File: config.mk
export PLATFORM = sky130hd
export DESIGN_NAME = prog_clock_divider
export DESIGN_NICKNAME = d
export VERILOG_FILES = /design/src/rtl/prog_clock_divider.sv
export SDC_FILE = /design/constraint.sdc
export NUM_CORES = 1
export LEC_CHECK = 0
export BUFFER_PORTS_ARGS = -buffer_cell sky130_fd_sc_hd__buf_2
export CORE_MARGIN = 4
export CORE_UTILIZATION = 30
export DETAILED_ROUTE_END_ITERATION = 8
export RECOVER_POWER = 100
export SLEW_MARGIN = 20
export SYNTH_ARGS = -nofsm -noshare
export SYNTH_HDL_FRONTEND = slang
export SYNTH_SLANG_ARGS = --single-unit
File: constraint.sdc
create_clock -name CLK -period 5.6 [get_ports CLK]
set_input_delay 0.56 -clock CLK [delete_from_list [all_inputs] [get_ports CLK]]
set_output_delay 0.56 -clock CLK [all_outputs]
set_load 0.02 [all_outputs]
File: src/rtl/prog_clock_divider.sv
// Multi-channel, runtime-programmable clock divider producing 50% duty slow clocks
// and tick strobes. A divisor written to a running channel is shadowed until the next toggle.
module prog_clock_divider #(
  parameter int unsigned N_CH        = 4,
  parameter int unsigned COUNT_W     = 28,
  parameter int unsigned DEFAULT_DIV = 5000000
) (
  input  logic               CLK,
  input  logic               RST,
  input  logic [N_CH-1:0]    en,
  input  logic               wr_en,
  input  logic [3:0]         wr_chan,
  input  logic [COUNT_W-1:0] wr_div,
  output logic [N_CH-1:0]    slowClk,
  output logic [N_CH-1:0]    tick,
  output logic [N_CH-1:0]    pending
);

  logic [COUNT_W-1:0] cnt     [N_CH];
  logic [COUNT_W-1:0] div_act [N_CH];
  logic [COUNT_W-1:0] div_shd [N_CH];
  logic [N_CH-1:0]    pend_q;
  logic [N_CH-1:0]    slow_q;
  logic [N_CH-1:0]    tick_q;

  logic               wr_ok;
  logic [N_CH-1:0]    run_v;
  logic [N_CH-1:0]    tc_v;
  logic [N_CH-1:0]    hit_v;

  assign wr_ok = wr_en && (32'(wr_chan) < N_CH);

  always_comb begin
    run_v = '0;
    tc_v  = '0;
    hit_v = '0;
    for (int unsigned i = 0; i < N_CH; i++) begin
      run_v[i] = en[i] && (div_act[i] != '0);
      tc_v[i]  = (cnt[i] == div_act[i] - COUNT_W'(1));
      hit_v[i] = wr_ok && (32'(wr_chan) == i);
    end
  end

  always_ff @(posedge CLK) begin
    for (int unsigned i = 0; i < N_CH; i++) begin
      if (RST) begin
        cnt[i]     <= '0;
        div_act[i] <= COUNT_W'(DEFAULT_DIV);
        div_shd[i] <= '0;
        pend_q[i]  <= 1'b0;
        slow_q[i]  <= 1'b0;
        tick_q[i]  <= 1'b0;
      end else if (!run_v[i]) begin
        cnt[i]    <= '0;
        slow_q[i] <= 1'b0;
        tick_q[i] <= 1'b0;
        if (hit_v[i]) begin
          div_act[i] <= wr_div;
          pend_q[i]  <= 1'b0;
        end
      end else begin
        if (tc_v[i]) begin
          cnt[i]    <= '0;
          slow_q[i] <= ~slow_q[i];
          tick_q[i] <= 1'b1;
          if (pend_q[i]) begin
            div_act[i] <= div_shd[i];
            pend_q[i]  <= 1'b0;
          end
        end else begin
          cnt[i]    <= cnt[i] + COUNT_W'(1);
          tick_q[i] <= 1'b0;
        end
        // A write landing on the TC edge is shadowed after the old shadow is consumed.
        if (hit_v[i]) begin
          div_shd[i] <= wr_div;
          pend_q[i]  <= 1'b1;
        end
      end
    end
  end

  assign slowClk = slow_q;
  assign tick    = tick_q;
  assign pending = pend_q;

endmodule

## Yosys cells after proc, flatten, opt, wreduce, memory -nomap -nowiden

Memory sizes are Yosys's and may differ from the RTL's.
Index checks and enable logic that the tools add are counted.
W data, S select, Z words.

| operators by class | value |
|---|---|
| magnitude comparators | 1 |
| add/sub/neg operators | 8 |
| equal/unequal tests | 7 |
| reductions and logical operators | 30 |
| bitwise logic cells | 32 |
| multiplexer cells | 134 |

Operators with widths:

| operator | count |
|---|---|
| $mux W28 | 24 |
| $add A28 B1 Y28 const B | 4 |
| $eq A28 B28 Y1 | 4 |
| $reduce_bool A28 Y1 | 4 |
| $sub A28 B1 Y28 const B | 4 |
| $mux W1 | 110 |
| $or A1 B1 Y1 | 24 |
| $reduce_bool A2 Y1 | 8 |
| $logic_and A1 B1 Y1 | 9 |
| $eq A4 B2 Y1 const B | 2 |
| $not A1 Y1 | 8 |
| $reduce_and A2 Y1 | 4 |
| $reduce_or A2 Y1 | 4 |
| $eq A4 B1 Y1 const B | 1 |
| $logic_not A4 Y1 | 1 |
| $lt A4 B3 Y1 const B | 1 |

| storage, ports and cells | value |
|---|---|
| word-level logic and storage cells | 224 |
| bits in writable memories | 336 |
| memories | 3 |
| output and inout bits | 12 |
| register bits after elaboration | 12 |
| input bits | 39 |

Memories:

| name | depth | bits a word | rd ports | clocked after memory_dff | wr ports | line | RTL |
|---|---|---|---|---|---|---|---|
| cnt | 4 | 28 | 4 | 0 | 4 | 19 | `logic [COUNT_W-1:0] cnt [N_CH];` |
| div_act | 4 | 28 | 4 | 0 | 4 | 20 | `logic [COUNT_W-1:0] div_act [N_CH];` |
| div_shd | 4 | 28 | 4 | 0 | 4 | 21 | `logic [COUNT_W-1:0] div_shd [N_CH];` |

## Longest topological paths before layout

| logic depth | value |
|---|---|
| word-level depth | 9 |
| gate-level depth with buffers | 13 |
| mapped depth without buffers | 10 |

## Worst setup path before layout

OpenSTA, ideal clock, no wires.

| timing path | value |
|---|---|
| path kind | reg2reg |
| start point | memory div_act[1][0] |
| end point | memory div_act[1][0], enable pin |
| data required time | 5.178 ns |
| path buffers | 1 |
| setup slack | 0.817 ns |
| cell stages (with the launch flop) | 11 |
| arrival | 4.361 ns |
| library setup time | 0.422 ns |
| path through | edfxtp_1 inv_1 ha_1 nor4b_2 nand3_1 or4b_2 xnor2_1 a2111oi_0 o2111ai_1 clkbuf_1 o211ai_1 |

RTL lines:

| element | line |
|---|---|
| start, declared | 20 |

==> flow_metrics.py <==
metrics = {
    "status": {
        "outcome": "complete, but fails checks",
        "failed_checks": "max-capacitance violations, max-slew violations",
    },
    "logic_synthesis": {
        "synth_warnings": 0,
        "ys_seq_area_frac": 0.5308,
        "synth_cell_types": 83,
        "synth_area_leaders": "edfxtp_1 (52%), xnor2_1 (6.5%), xor2_1 (4.6%)",
        "synth_top_area_cell": "edfxtp_1",
        "synth_flop_cell": "edfxtp_1",
        "synth_edf_count": 336,
        "synth_area_per_cell_sq_um": 10.85,
        "syn_area_sq_um": 19460,
        "yosysTopAreaCellShare": 0.5185,
        "ys_async_sr_fraction": 0,
        "synth_cells": 1794,
        "synth_seq_cells": 348,
    },
    "timing": {
        "finalWorstSetupSlack_ns": 0.7150,
        "fin_skew_ns": 0.01492,
        "max_slew_margin": -0.2517,
        "hold_viol": 0,
        "fmax_mhz": 204.7,
        "final.period_utilization": 0.8723,
        "post-route-min-period_ns": 4.885,
        "hold-worst-slack_ns": 0.4856,
        "rsz0062_at_grt": "false",
        "setup_violations": 0,
        "fin_setup_tns_ns": 0,
        "finalMaxSlewViolations": 14,
        "tightest_slew_ns": 1.858,
    },
    "setup_path": {
        "reg2reg_to": "cnt[0][23]",
        "regToRegStartpoint": "div_act[0][2]",
        "crit_path_end_kind": "flop",
        "r2r_cells": 9,
        "cp_slowest_stage_delay_ns": 1.07,
        "endpoint": "cnt[0][23]",
        "cp_num_buf_inv": 1,
        "cp_top_family": "simple AND/OR/NAND/NOR gates",
        "crit_path_start": "div_act[0][2]",
        "worst_ep_required_time_ns": 5.84,
        "cp.depth": 9,
        "critPathKind": "flop to flop",
        "arrival_ns": 5.12,
        "path_cells": "nor4_1 > nand2_1 > or3_1 > xnor2_1 > o2111a_1 > or4_1 > nor2_1 > clkbuf_1 > nor3_1",
        "cp_max_fo": 29,
        "cp_slowest_cell": "clkbuf_1",
        "r2r_setup_slack_ns": 0.71,
        "start_kind": "flop",
    },
    "grt": {
        "grt_pass1_vias": 14036,
        "grt_use_total": 0.1403,
        "overflow": 0,
        "met2_usage": 0.2278,
        "met1_usage": 0.1876,
        "grt_util_met3": 0.02490,
        "grt_antenna_before_repair": 1,
        "grt_pass1_wl_um": 78710,
        "gr-max-usage-layer": "met2",
        "grt_max_degree": 34,
    },
    "placed_design": {
        "gp_congestion": 0.8858,
        "place_worst_setup_slack_ns": 0.9931,
        "hpwl_um": 35090,
        "port-buffer-count": 50,
    },
    "detailed_routing": {
        "drt_first_pass_iters": 6,
        "routed_wirelength_um": 49700,
        "wl_per_cell_um": 17.61,
        "vias": 14451,
        "vias_per_cell": 5.119,
        "final_antenna_net_count": 0,
        "drc": 0,
        "drt_iter0_markers": 1155,
    },
    "clock_tree": {
        "postCtsHoldBufs": 0,
        "cts_made_buffers": 38,
        "cts_sinks": 348,
        "htreeDepth": 2,
        "clk_pin_slew_ns": 0.06,
        "cts_setup_buffers": 0,
        "cts_tree": "yes",
        "clk_latency_ns": 0.56,
        "clockBufferDepth": 3,
        "post_cts_resized": 0,
        "root_buffer": "clkbuf_16",
    },
    "power_and_ir_drop": {
        "pwr-share-seq": 0.502,
        "p_comb_frac": 0.067,
        "clkPwrFrac": 0.431,
        "power_density_nw_per_um2": 274.4,
        "irDropWorstVdd_v": 0.0002240,
        "p_sw_frac": 0.2308,
        "power.leakage_uw": 0.007858,
        "intPower_uw": 4696,
        "p_sw_uw": 1409,
    },
    "floorplanning": {
        "dieArea_sq_um": 69010,
        "ios": 51,
        "rows": 93,
        "core_sq_um": 64350,
        "fp.dieH_um": 262.7,
        "fp.dieW_um": 262.7,
        "start_util": 0.3024,
    },
    "finish": {
        "fin_util": 0.3458,
        "syn_to_final_growth_pct": 14.32,
        "drive_above_1_share": 0.07470,
        "fin_nets": 1985,
        "n_fill_cell": 6434,
        "diodes": 0,
        "multi_input_area_sq_um": 8971,
        "regArea_sq_um": 10330,
    },
    "min_path": {
        "holdCritPathClass": "primary input to flop",
    },
    "job": {
        "drv_cap": 1,
    },
}
## cell families (layout without fill, tap and decap cells)
group           after synthesis  count (layout)  share of synthesized area
mux                          10              10                   0.005336
fa+ha+maj                     8               8                   0.005144
buf+inv                     137             200                    0.02996
xor+xnor                    248             248                     0.1116
compound gates              234             234                    0.09175
other cells                   1             112                  0.0001927
flops                       348             348                     0.5308
simple gates                808             808                     0.2252
## power by group through the flow
stage,Combinational [uW],Sequential [uW],Clock (uW)
floorplan,285,3070,0
finish,406,3060,2630
global placement,399,3110,0
CTS,409,3060,2700
global route,452,3080,2800
detailed placement,407,3120,0
## Yosys cell counts (all sizes together), types with 21 or more instances
cell type / number
nor3: 88
nor4: 39
inv: 55
xor2: 103
a32o: 21
o21ai: 28
nand3: 69
edfxtp: 336
clkbuf: 62
a22o: 61
nand2: 87
a21oi: 31
and3: 118
a31oi: 23
nand4: 32
xnor2: 145
nor2: 216
and2: 36
## through the flow
stage | area [sq um] | power [uW] | cells
final | 22250 | 6105 | 2823
after global routing | 22250 | 6334 | 2823
after CTS | 22340 | 6171 | 2823
after detailed placement | 21050 | 3524 | 2753
after global placement | 21040 | 3512 | 2753
after floorplan | 19880 | 3358 | 1905
## registers in the layout, summed over array words and instances, names as in the netlist
| signal | cells |
|---|---|
| cnt | 112 |
| div_act | 112 |
| div_shd | 112 |
| pending | 4 |
| slowClk | 4 |
| tick | 4 |
## placed cells by master (no fill, tap or decap), types with 55 or more instances in the layout
cell	netlist	final
inv_1	55	55
nor3_1	83	83
edfxtp_1	336	336
and3_1	118	118
xor2_1	103	103
nand3_1	69	69
a22o_1	61	61
conb_1	1	112
xnor2_1	145	145
nor2_1	215	213
nand2_1	86	85
## worst min path at each step
stage	startpoint	end	slack, ns	cells past startpoint
finish	wr_div[6]	div_shd[2][6]	0.49	2
detailed placement	slowClk[1]	slowClk[1]	0.50	2
floorplan	div_shd[3][25]	div_act[3][25]	0.51	1
global placement	slowClk[0]	slowClk[0]	0.48	2
global route	wr_div[4]	div_shd[2][4]	0.50	2
CTS	wr_div[6]	div_shd[2][6]	0.46	2
## area by class of cell
cell class | instances | share of cell area
Clock inverter | 14 | 0.008773
Timing Repair Buffer | 75 | 0.01681
Multi-Input combinational cell | 1420 | 0.4032
Inverter | 55 | 0.009279
Clock buffer | 56 | 0.04954
Sequential cell | 348 | 0.4643
Tap cell | 855 | 0.04808
## metal layers
metal | part of all wire | up-vias
li1 | - | 6887
met1 | 0.44 | 6996
met2 | 0.46 | 468
met3 | 0.063 | 100
met4 | 0.033 | 0
met5 | 0 | -
(Power assumes the default switching activity.)
